### config.mk
export PLATFORM = sky130hd
export DESIGN_NAME = reaction_timer_multi
export DESIGN_NICKNAME = d
export VERILOG_FILES = /design/src/rtl/reaction_timer_multi.sv
export SDC_FILE = /design/constraint.sdc
export NUM_CORES = 1
export LEC_CHECK = 0
export ABC_AREA = 1
export BUFFER_PORTS_ARGS = -buffer_cell sky130_fd_sc_hd__buf_2
export CAP_MARGIN = 20
export CORE_MARGIN = 5
export CORE_UTILIZATION = 58
export DETAILED_ROUTE_END_ITERATION = 16
export PLACE_DENSITY = 0.76
export SYNTH_ARGS = -nofsm -noshare
export SYNTH_HDL_FRONTEND = slang
export SYNTH_SLANG_ARGS = --single-unit
### constraint.sdc
create_clock -name clk -period 6.61 [get_ports clk]
set_input_delay 0.3305 -clock clk [delete_from_list [all_inputs] [get_ports clk]]
set_output_delay 0.3305 -clock clk [all_outputs]
set_load 0.01 [all_outputs]
### src/rtl/reaction_timer_multi.sv
// ============================================================================
//  Module      : reaction_timer_multi
//  Description : Multi-trial reaction timer with random pre-delay, timeout,
//                best-time and session-average statistics.
//  Revision    : 1.0  initial release
// ============================================================================
`default_nettype none

module reaction_timer_multi #(
    parameter int TICK_DIV     = 100000,
    parameter int MS_W         = 14,
    parameter int MAX_MS       = 1000,
    parameter int MIN_DELAY_MS = 1000,
    parameter int RND_W        = 12,
    parameter int N_TRIALS     = 4
) (
    input  logic                               clk,
    input  logic                               rst_n,
    input  logic                               start,
    input  logic                               stop,
    input  logic                               clear,
    input  logic [RND_W-1:0]                   rnd,
    output logic                               led,
    output logic [1:0]                         disp_sel,
    output logic [MS_W-1:0]                    disp_val,
    output logic                               result_valid,
    output logic                               timeout,
    output logic [MS_W-1:0]                    best_ms,
    output logic [MS_W-1:0]                    avg_ms,
    output logic [$clog2(N_TRIALS+1)-1:0]      trial_idx
);

    localparam int c_log2n = $clog2(N_TRIALS);
    localparam int c_sum_w = MS_W + c_log2n;
    localparam int c_idx_w = $clog2(N_TRIALS + 1);
    localparam int c_ps_w  = (TICK_DIV > 1) ? $clog2(TICK_DIV) : 1;

    localparam logic [c_ps_w-1:0]  c_ps_last  = c_ps_w'(TICK_DIV - 1);
    localparam logic [MS_W-1:0]    c_max_ms   = MS_W'(MAX_MS);
    localparam logic [MS_W-1:0]    c_min_dly  = MS_W'(MIN_DELAY_MS);
    localparam logic [c_idx_w-1:0] c_n_trials = c_idx_w'(N_TRIALS);

    localparam logic [2:0] c_st_idle = 3'd0;
    localparam logic [2:0] c_st_wait = 3'd1;
    localparam logic [2:0] c_st_test = 3'd2;
    localparam logic [2:0] c_st_show = 3'd3;
    localparam logic [2:0] c_st_err  = 3'd4;
    localparam logic [2:0] c_st_done = 3'd5;

    logic [2:0]         r_state;
    logic [2:0]         w_state_nxt;
    logic [c_ps_w-1:0]  r_presc;
    logic [MS_W-1:0]    r_ms;
    logic [MS_W-1:0]    r_delay;
    logic [MS_W-1:0]    r_result;
    logic               r_result_valid;
    logic               r_timeout;
    logic [MS_W-1:0]    r_best;
    logic [c_sum_w-1:0] r_sum;
    logic [c_idx_w-1:0] r_trial_idx;

    logic               w_tick;
    logic [MS_W-1:0]    w_ms_next;
    logic               w_enter_wait;
    logic               w_enter_test;
    logic               w_capture;
    logic               w_cap_to;
    logic [MS_W-1:0]    w_cap_val;
    logic [MS_W-1:0]    w_avg;

    assign w_tick    = (r_presc == c_ps_last);
    assign w_ms_next = r_ms + MS_W'(w_tick);
    assign w_avg     = MS_W'(r_sum >> c_log2n);

    always_ff @(posedge clk or negedge rst_n) begin
        if (!rst_n) begin
            r_state <= c_st_idle;
        end else begin
            r_state <= w_state_nxt;
        end
    end

    // A stop landing on the final tick takes w_ms_next == MAX_MS as a normal reaction.
    always_comb begin
        w_state_nxt  = r_state;
        w_enter_wait = 1'b0;
        w_enter_test = 1'b0;
        w_capture    = 1'b0;
        w_cap_to     = 1'b0;
        w_cap_val    = w_ms_next;
        if (clear) begin
            w_state_nxt = c_st_idle;
        end else begin
            case (r_state)
                c_st_idle: begin
                    if (start) begin
                        w_state_nxt  = c_st_wait;
                        w_enter_wait = 1'b1;
                    end
                end
                c_st_wait: begin
                    if (stop) begin
                        w_state_nxt = c_st_err;
                    end else if (w_tick && (w_ms_next >= r_delay)) begin
                        w_state_nxt  = c_st_test;
                        w_enter_test = 1'b1;
                    end
                end
                c_st_test: begin
                    if (stop) begin
                        w_state_nxt = c_st_show;
                        w_capture   = 1'b1;
                    end else if (w_tick && (w_ms_next >= c_max_ms)) begin
                        w_state_nxt = c_st_show;
                        w_capture   = 1'b1;
                        w_cap_to    = 1'b1;
                        w_cap_val   = c_max_ms;
                    end
                end
                c_st_show: begin
                    if (start) begin
                        if (r_trial_idx < c_n_trials) begin
                            w_state_nxt  = c_st_wait;
                            w_enter_wait = 1'b1;
                        end else begin
                            w_state_nxt = c_st_done;
                        end
                    end
                end
                c_st_err: begin
                    if (start) begin
                        w_state_nxt  = c_st_wait;
                        w_enter_wait = 1'b1;
                    end
                end
                c_st_done: begin
                    w_state_nxt = c_st_done;
                end
                default: begin
                    w_state_nxt = c_st_idle;
                end
            endcase
        end
    end

    always_ff @(posedge clk or negedge rst_n) begin
        if (!rst_n) begin
            r_presc        <= '0;
            r_ms           <= '0;
            r_delay        <= '0;
            r_result       <= '0;
            r_result_valid <= 1'b0;
            r_timeout      <= 1'b0;
            r_best         <= '1;
            r_sum          <= '0;
            r_trial_idx    <= '0;
        end else begin
            r_result_valid <= w_capture;
            if (clear) begin
                r_presc     <= '0;
                r_ms        <= '0;
                r_result    <= '0;
                r_timeout   <= 1'b0;
                r_best      <= '1;
                r_sum       <= '0;
                r_trial_idx <= '0;
            end else begin
                if (w_enter_wait || w_enter_test) begin
                    r_presc <= '0;
                    r_ms    <= '0;
                end else begin
                    r_presc <= w_tick ? '0 : r_presc + c_ps_w'(1);
                    r_ms    <= w_ms_next;
                end
                if (w_enter_wait) begin
                    r_delay   <= c_min_dly + MS_W'(rnd);
                    r_timeout <= 1'b0;
                end
                if (w_capture) begin
                    r_result    <= w_cap_val;
                    r_timeout   <= w_cap_to;
                    r_trial_idx <= r_trial_idx + c_idx_w'(1);
                    r_sum       <= r_sum + c_sum_w'(w_cap_val);
                    if (w_cap_val < r_best) begin
                        r_best <= w_cap_val;
                    end
                end
            end
        end
    end

    always_comb begin
        led      = (r_state == c_st_test);
        disp_sel = 2'd0;
        disp_val = '0;
        case (r_state)
            c_st_wait: disp_sel = 2'd1;
            c_st_test: disp_sel = 2'd1;
            c_st_show: begin
                disp_sel = 2'd2;
                disp_val = r_result;
            end
            c_st_err:  disp_sel = 2'd3;
            c_st_done: begin
                disp_sel = 2'd2;
                disp_val = w_avg;
            end
            default:   disp_sel = 2'd0;
        endcase
    end

    assign result_valid = r_result_valid;
    assign timeout      = r_timeout;
    assign best_ms      = r_best;
    assign avg_ms       = w_avg;
    assign trial_idx    = r_trial_idx;

endmodule

`default_nettype wire
==> metrics, run 1 <==
status=finished clean; worst-skew pair later-pin latency=0.37 ns; num rows=37; hold slack=0.168 ns; CTS Sinks=96; Crit path top cell by count=nand2_1; total track usage=0.247; Crit. Startpoint=r_presc[0]$_DFF_PN0_; clk buf depth=2; RSZ-0062 raised after global routing=false; CP Class=flop to flop; total core area=10400 um^2; pre-CTS setup slack=1.21 ns; Area Overhead vs Synth=9.26%; Worst-Margin Slew=0.937 ns; first-pass GRT wire length=26000 um; Die Wd=113 um; Yosys warning count=0; setup TNS=0 ns; crit share post-route=0.818; Worst Hold Launch=rnd[0]; post-CTS setup buffers=0; kind of cell adding the most delay to the critical path=simple AND/OR/NAND/NOR gates; DR WL/cell=15.4 um; Clock Pin Slew Worst Setup and Hold Paths=0.09 ns; DRC viols=0; most frequent cells in the layout=nand2_1, inv_1, dfrtp_1, nor2_1, buf_2; Syn Inst Count=813; Area after DPL=6540 um^2; Resized Gates After CTS=0; post-synthesis mux area share=0; Leakage=3.49 nW; CP max stage delay=0.72 ns; Peak supply drop=146 uV; die height=113 um; Final min period=5.41 ns; FF+latch count, synth=96; mapped cell area=6200 um^2; Crit path required time=6.87 ns; sequential share of power=0.474; crit start category=flop; Int Pwr=989 uW; Simple-Gate Fraction of Synth Area=0.230; largest net degree at the start of global routing=71; CTS tree=done; drt via density=5.58; design area=6780 um^2; Cell variety after synth=43; Synth Flop Type=dfrtp_1; ys async rst share=1.00; Net Sw Power=485 uW; final hold vios=0; Avg Inst Size Synth=7.63 um^2; Compound-Gate Fraction of Synth Area=0.131; vias in the first global route=5477; initial drt markers=408; Final ANT Viol Nets=0; clock share of power=0.292; xor/xnor share of the synthesized area=0.0365; GRT overflow=0; I/O pin count=67; CTS Buf Count=9; TritonRoute pass-1 iters=5; Bufs and invs on worst path=2; H-tree depth=3; worst setup slack after layout=1.20 ns; # diodes=0; register area share after synthesis=0.390; crit path DAT=5.67 ns; fin nets=926; CP max-delay cell=nor4_2; initial antenna violation count=0; FF-to-FF Start=r_presc[0]$_DFF_PN0_; Post-Synthesis Net Count=878; switching part of the total=0.329; die area=12900 um^2; worst min path class=input port to flop; HPWL after DPL=11800 um; Routed WL=15400 um; Slew headroom=0.374; count of input and output buffers=66; part of the power in combinational logic=0.234; CP endpoint kind=flop; via count=5591; commonest non-fill, non-tap cell in the layout=nand2_1; clock skew=0.0131 ns; Initial Util=0.598; max-cap viol count=0; Synth Area in Adders=0.0980; clk root buf=clkbuf_8; setup violators final=0; max-slew violation count=0; layout cells sized above 1=0.134; final core occ=0.653; Post-synth EDFFs=0; largest family of logic cells by synthesized area=simple AND/OR/NAND/NOR gates; fmax=185 MHz; critical-path maximum fanout=15; GP Congestion=0.932; Cell Pwr Density=218 nW/um^2; CTS Hold Bufs=1
-- worst reg2reg max path, delay by kind of cell (launching register included) --
| kind | cells | cell delay [ns] |
|---|---|---|
| AND/OR/NAND/NOR | 16 | 2.57 |
| AO/OA/AOI/OAI | 7 | 1.12 |
| adder cells (fa/ha/maj) | 4 | 1.08 |
| flip-flops | 1 | 0.38 |
| buffers and inverters | 2 | 0.13 |
-- synth_stat cells, types with 6 or more instances --
cell,instances,share of area
a21oi_1,34,0.027
buf_4,14,0.017
clkbuf_1,13,0.0079
dfrtp_1,82,0.33
dfstp_2,14,0.059
ha_1,47,0.095
inv_1,136,0.082
nand2_1,172,0.10
nand2_2,6,0.0061
nand3_1,49,0.040
nand4_1,13,0.013
nor2_1,68,0.041
nor3_1,14,0.011
o21ai_0,42,0.034
o22ai_1,32,0.032
o311ai_0,6,0.0085
o31ai_1,7,0.0085
xnor2_1,10,0.014
xor2_1,14,0.020
-- per-layer routing --
layer	GRT usage	up-vias	share of wire
li1	-	2746	-
met1	0.318	2650	0.44
met2	0.429	164	0.49
met3	0.0308	31	0.049
met4	0.0897	0	0.023
met5	0	-	0
-- cell families (layout without fill, tap and decap cells) --
group | count (synthesis) | count (layout)
simple gates | 334 | 334
buf+inv | 172 | 225
compound gates | 138 | 138
flops | 96 | 96
fa+ha+maj | 48 | 48
xor+xnor | 25 | 25
-- path summary, 6_finish.rpt --
check,slack (ns),cells after the start,endpoint
max,1.20,29,r_sum[12]$_DFFE_PN0P_
min,0.17,3,r_delay[0]$_DFFE_PN0P_
max reg2reg,1.20,29,r_sum[12]$_DFFE_PN0P_
min reg2reg,0.47,1,r_presc[0]$_DFF_PN0_
max in group asynchronous,5.03,3,r_ms[7]$_DFF_PN0_
min in group asynchronous,0.40,2,r_sum[4]$_DFFE_PN0P_
-- registers in the layout, summed over array words and instances (netlist names) --
| signal | count |
|---|---|
| r_presc | 17 |
| r_delay | 13 |
| r_sum | 16 |
| r_ms | 14 |
| r_result | 14 |
| trial_idx | 3 |
| result_valid | 1 |
| r_state | 3 |
| best_ms | 14 |
| timeout | 1 |
-- final cells by class --
class                           count  area [um^2]
Clock buffer                       13          179
Timing Repair Buffer               71          373
Fill cell                         923         3590
Inverter                          138          518
Clock inverter                      3         46.3
Multi-Input combinational cell    545         3070
Tap cell                          136          170
Sequential cell                    96         2420
-- through the flow --
stage | power (mW) | cells
floorplan | 0.935 | 813
global placement | 1.04 | 985
detailed placement | 1.05 | 985
CTS | 1.48 | 1002
global route | 1.57 | 1002
finish | 1.47 | 1002
-- power groups by stage --
stage	sequential, mW	combinational (mW)	clock (mW)
floorplan	0.708	0.228	0
global placement	0.706	0.335	0
detailed placement	0.709	0.343	0
CTS	0.698	0.347	0.434
global route	0.707	0.395	0.465
finish	0.699	0.345	0.430
Note: power is estimated with default switching activity, not from simulation.
==> run 2: changes to the inputs <==
==> constraint.sdc (replaced) <==
create_clock -name clk -period 5.55 [get_ports clk]
set_input_delay 0.2775 -clock clk [delete_from_list [all_inputs] [get_ports clk]]
set_output_delay 0.2775 -clock clk [all_outputs]
set_load 0.01 [all_outputs]
==> run 2 against run 1 <==
  * Global-route usage rose by 0.051 points
  * Register-to-register slack lost 0.66 ns
  * Via count fell by 0.50%
  * Clock skew shrank 0.0020 ns
  * Largest cell class unchanged
  * Largest power group unchanged
==> metrics, run 2 (synthesis results as in run 1) <==
CTS tree=done; largest net degree at the start of global routing=68 (-4.2%); clk root buf=clkbuf_8; Initial Util=0.598 (unchanged); clock skew=0.0111 ns (-0.00196 ns); max-cap viol count=0 (unchanged); TritonRoute pass-1 iters=6 (+1); area of the multi-input gates=3070 um^2 (unchanged); Bufs and invs on worst path=2 (unchanged); GRT overflow=0 (unchanged); HPWL after DPL=11800 um (+0.52%); max FFs per register=17 (unchanged); final hold vios=0 (unchanged); post-CTS setup buffers=0 (unchanged); CP max stage delay=0.44 ns (-0.28 ns); total power=1.67 mW (+13%); CP endpoint kind=flop; via count=5563 (-0.50%); first-pass GRT wire length=25700 um (-0.80%); storage element area=2420 um^2 (unchanged); Crit path top cell by count=nand2_1; CTS Hold Bufs=1 (unchanged); Leakage=3.48 nW (about the same); Finished Layout Cells=1006 (+0.40%); clk buf depth=2 (unchanged); RSZ-0062 raised after global routing=false; Final min period=5.01 ns (-0.395 ns); total core area=10400 um^2 (unchanged); CP Class=flop to flop; CTS Buf Count=9 (unchanged); Slew headroom=0.437 (+0.0634); setup TNS=0 ns (unchanged); fin nets=930 (+0.43%); critical-path maximum fanout=8 (-7); Final ANT Viol Nets=0 (unchanged); num rows=37 (unchanged); vias in the first global route=5366 (-2.0%); DRC viols=0 (unchanged); dpl cells=989 (+0.41%); Worst-Margin Slew=0.844 ns (-0.0929 ns); most frequent cells in the layout=nand2_1, inv_1, dfrtp_1, nor2_1, buf_2; worst-skew pair later-pin latency=0.39 ns (+0.02 ns); initial drt markers=331 (-19%); status=finished clean; kind of cell adding the most delay to the critical path=simple AND/OR/NAND/NOR gates; fmax=199 MHz (+7.9%); Die Wd=113 um (unchanged); Crit path required time=5.83 ns (-1.04 ns); final core occ=0.651 (-0.00217); max-slew violation count=0 (unchanged); crit start category=flop; die height=113 um (unchanged); setup violators final=0 (unchanged); total track usage=0.248 (+0.000508); H-tree depth=3 (unchanged); # diodes=0 (unchanged); Resized Gates After CTS=0 (unchanged); I/O pin count=67 (unchanged); worst min path class=input port to flop; Cell Pwr Density=247 nW/um^2 (+14%); Most flops, register=r_presc; Routed WL=15400 um (-0.32%); Clock Pin Slew Worst Setup and Hold Paths=0.09 ns (about the same); Largest regs=r_presc: 17 flops, r_sum: 16 flops; CTS Sinks=96 (unchanged); Area Overhead vs Synth=8.90%; drt via density=5.53 (-0.90%); layout cells sized above 1=0.137 (+0.00283); DR WL/cell=15.3 um (-0.72%); crit path DAT=5.29 ns (-0.38 ns); Fillers=914 (-0.98%); die area=12900 um^2 (unchanged); count of input and output buffers=66 (unchanged); commonest non-fill, non-tap cell in the layout=nand2_1; initial antenna violation count=0 (unchanged); crit share post-route=0.904 (+0.0851); Peak supply drop=159 uV (+8.6%); GP Congestion=0.943 (+1.2%); CP max-delay cell=nor4_2
-- run 2: metal layers --
metal | up-vias | wire, um | global-route usage | share of wire
li1 | 2750 | - | - | -
met1 | 2627 | 6660 | 0.324 | 0.43
met2 | 156 | 7550 | 0.426 | 0.49
met3 | 30 | 813 | 0.0324 | 0.053
met4 | 0 | 340 | 0.0825 | 0.022
met5 | - | 0 | 0 | 0
-- run 2: final timing paths --
check                                startpoint                       to  slack (ns)  depth (start not counted)
setup / recovery           r_presc[0]$_DFF_PN0_    r_sum[12]$_DFFE_PN0P_        0.54                         29
hold / removal                           rnd[0]   r_delay[0]$_DFFE_PN0P_         0.1                          3
hold reg to reg            r_presc[0]$_DFF_PN0_     r_presc[0]$_DFF_PN0_        0.47                          1
setup reg to reg           r_presc[0]$_DFF_PN0_    r_sum[12]$_DFFE_PN0P_        0.54                         29
min in group asynchronous                 rst_n     r_sum[5]$_DFFE_PN0P_        0.34                          2
max in group asynchronous                 rst_n  r_delay[10]$_DFFE_PN0P_        4.03                          3
-- run 2: final cells by class --
cell class              instances  share of cell area
clock buffers                  11              0.0209
clock inverters                 5             0.00463
inverters                     138              0.0767
multi-input cells             545               0.455
flip-flops and latches         96               0.358
well taps                     136              0.0252
repair buffers                 75              0.0597
-- run 2: report_power, final --
group	total, mW	leakage (nW)	internal (mW)	switching, mW
sequential	0.830	1.27	0.786	0.0441
combinational	0.414	2.13	0.135	0.279
clock	0.426	0.0895	0.175	0.251
-- run 2: worst reg2reg max path, delay by kind of cell, from the launching register on --
family / cells / cell delay (ns)
DFF: 1 / 0.38
adders and majority gates: 4 / 1.01
AOI/OAI and AO/OA: 7 / 1.15
buffers and inverters: 2 / 0.12
and+or+nand+nor: 16 / 2.24
-- run 2: metrics by stage --
stage	hold WS [ns]	area (um^2)	worst slack, ns
after floorplan	-0.0181	6200	0.964
after global placement	0.214	6570	0.786
after detailed placement	0.225	6570	0.580
after CTS	0.102	6750	0.546
after global routing	0.126	6750	0.113
final	0.0968	6750	0.535
==> run 3: changes to the inputs <==
--- a/config.mk
+++ b/config.mk
@@ -6,7 +6,7 @@
 export NUM_CORES = 1
 export LEC_CHECK = 0
 export ABC_AREA = 1
-export BUFFER_PORTS_ARGS = -buffer_cell sky130_fd_sc_hd__buf_2
+export BUFFER_PORTS_ARGS = -buffer_cell sky130_fd_sc_hd__clkbuf_2
 export CAP_MARGIN = 20
 export CORE_MARGIN = 5
 export CORE_UTILIZATION = 58
==> run 3 against run 2 <==
  * Clock-buffer cell count increased by 1
  * Cell area up 0.69%
  * Setup slack better by 0.072 ns
  * Routed wire length grew 0.98%
  * Core utilization rose by 0.45 points
  * Clock skew grew 0.0010 ns
  * Sequential power about the same
  * Non-clock buffer count unchanged
  * Maximum frequency grew 1.5%
  * Register-to-register slack improved by 0.07 ns
  * Critical endpoint unchanged
  * Flip-flop and latch count unchanged
==> metrics, run 3 (synthesis results as in run 1) <==
status=finished clean; Crit path required time=5.81 ns (-0.02 ns); Area Overhead vs Synth=9.64%; GP Congestion=0.960 (+1.8%); Slew headroom=0.419 (-0.0182); max FFs per register=17 (unchanged); sequential share of power=0.480 (-0.017); first-pass GRT wire length=26000 um (+0.97%); num rows=37 (unchanged); via count=5523 (-0.72%); Clock Pin Slew Worst Setup and Hold Paths=0.09 ns (about the same); Cell Pwr Density=255 nW/um^2 (+3.2%); count of input and output buffers=66 (unchanged); fmax=202 MHz (+1.5%); total track usage=0.249 (+0.00119); initial drt markers=296 (-11%); part of the power in combinational logic=0.240 (-0.008); critical path depth=29 (unchanged); Int Pwr=1.15 mW (+5.4%); CTS tree=done; Leakage=3.47 nW (-0.29%); fin nets=930 (unchanged); die height=113 um (unchanged); I/O pin count=67 (unchanged); GRT overflow=0 (unchanged); most frequent cells in the layout=nand2_1, inv_1, dfrtp_1, nor2_1, clkbuf_2; hold depth=3 (unchanged); switching part of the total=0.334 (-0.00955); CP max stage delay=0.40 ns (-0.04 ns); vias in the first global route=5484 (+2.2%); max-slew violation count=0 (unchanged); worst setup slack after layout=0.607 ns (+0.0718 ns); Worst-Margin Slew=0.872 ns (+0.0272 ns); M3 GR Usage=0.0414 (+0.00902); CP Class=flop to flop; worst-skew pair later-pin latency=0.37 ns (-0.02 ns); CP endpoint kind=flop; DR WL/cell=15.4 um (+0.98%); CTS Buf Count=9 (unchanged); pre-CTS setup slack=0.418 ns (-0.163 ns); initial antenna violation count=0 (unchanged); worst min path class=input port to flop; CP max-delay cell=fa_1; commonest non-fill, non-tap cell in the layout=nand2_1; Net Sw Power=580 uW (+1.0%); Die Wd=113 um (unchanged); RSZ-0062 raised after global routing=false; final core occ=0.656 (+0.00446); routing usage on met2=0.424 (-0.00237); crit path DAT=5.21 ns (-0.08 ns); Crit path top cell by count=nand2_1; CTS Sinks=96 (unchanged); clock skew=0.0121 ns (+0.00102 ns); Most flops, register=r_presc; GRT busiest layer=met2; die area=12900 um^2 (unchanged); DRC viols=0 (unchanged); layout cells sized above 1=0.138 (+0.00115); Area after DPL=6570 um^2 (unchanged); kind of cell adding the most delay to the critical path=simple AND/OR/NAND/NOR gates; critical-path maximum fanout=15 (+7); area of the multi-input gates=3080 um^2 (+0.37%); setup TNS=0 ns (unchanged); FF-to-FF path depth=29 (unchanged); Fillers=910 (-0.44%); crit share post-route=0.891 (-0.0129); # diodes=0 (unchanged); HPWL after DPL=11900 um (+0.65%); Routed WL=15500 um (+0.98%); largest net degree at the start of global routing=70 (+2.9%); Finished Layout Cells=1006 (unchanged); clock share of power=0.280 (+0.025); Final ANT Viol Nets=0 (unchanged); storage element area=2420 um^2 (unchanged); Bufs and invs on worst path=4 (+2); total core area=10400 um^2 (unchanged); max-cap viol count=0 (unchanged); H-tree depth=3 (unchanged); Largest regs=r_presc: 17 flops, r_sum: 16 flops; dpl cells=989 (unchanged); design area=6800 um^2 (+0.69%); TritonRoute pass-1 iters=5 (-1); final hold vios=0 (unchanged); Peak supply drop=154 uV (-3.2%); Initial Util=0.598 (unchanged); clk root buf=clkbuf_8; Final min period=4.94 ns (-0.0718 ns); reg-to-reg slack, setup=0.61 ns (+0.07 ns); clk buf depth=2 (unchanged); GR Util met1=0.320 (-0.00413); crit start category=flop; drt via density=5.49 (-0.72%); setup violators final=0 (unchanged)
[run 3: through the flow]
step           hold WS (ns)  power, mW
4_1_cts              0.0919       1.74
5_1_grt               0.101       1.85
2_1_floorplan       -0.0181       1.11
3_3_place_gp          0.204       1.24
3_5_place_dp          0.213       1.26
6_report              0.104       1.74
[run 3: timing repair]
action                                  4_1_cts  5_1_grt
hold buffers                                  1        0
endpoints found under the hold margin        25        0
endpoints found under the setup margin        0        2
buffers inserted                              0        0
resized for setup                             0        3
[run 3: area by class of cell]
type	instances	area share
clock buffers	12	0.0228
clock inverters	4	0.00773
inverters	138	0.0762
multi-input cells	545	0.453
flip-flops and latches	96	0.356
well taps	136	0.0250
repair buffers	75	0.0592
[run 3: worst reg2reg max path: cells and delay by family, from the launching register on]
| kind | cells | cell delay, ns |
|---|---|---|
| DFF | 1 | 0.38 |
| buffers and inverters | 4 | 0.29 |
| and+or+nand+nor | 13 | 1.90 |
| adders and majority gates | 4 | 1.02 |
| AOI/OAI and AO/OA | 8 | 1.23 |
[run 3: power groups by stage]
stage | clock [mW] | sequential, mW | combinational [mW]
global route | 0.528 | 0.843 | 0.475
finish | 0.486 | 0.833 | 0.417
floorplan | 0 | 0.843 | 0.271
detailed placement | 0 | 0.845 | 0.412
global placement | 0 | 0.841 | 0.401
CTS | 0.491 | 0.832 | 0.417
[run 3: worst paths after layout]
check                                               to            startpoint
min in group asynchronous       result_valid$_DFF_PN0_                 rst_n
worst min register to register    r_presc[0]$_DFF_PN0_  r_presc[0]$_DFF_PN0_
max in group asynchronous           r_ms[12]$_DFF_PN0_                 rst_n
worst min-delay path            r_delay[0]$_DFFE_PN0P_                rnd[0]
worst max register to register   r_sum[12]$_DFFE_PN0P_  r_presc[0]$_DFF_PN0_
worst max-delay path             r_sum[12]$_DFFE_PN0P_  r_presc[0]$_DFF_PN0_
[run 3: layer usage]
metal / share of wire / up-vias / wire, um
met5: 0 / - / 0
met4: 0.025 / 0 / 395
met3: 0.053 / 34 / 815
met2: 0.49 / 166 / 7570
met1: 0.43 / 2570 / 6740
li1: - / 2753 / -
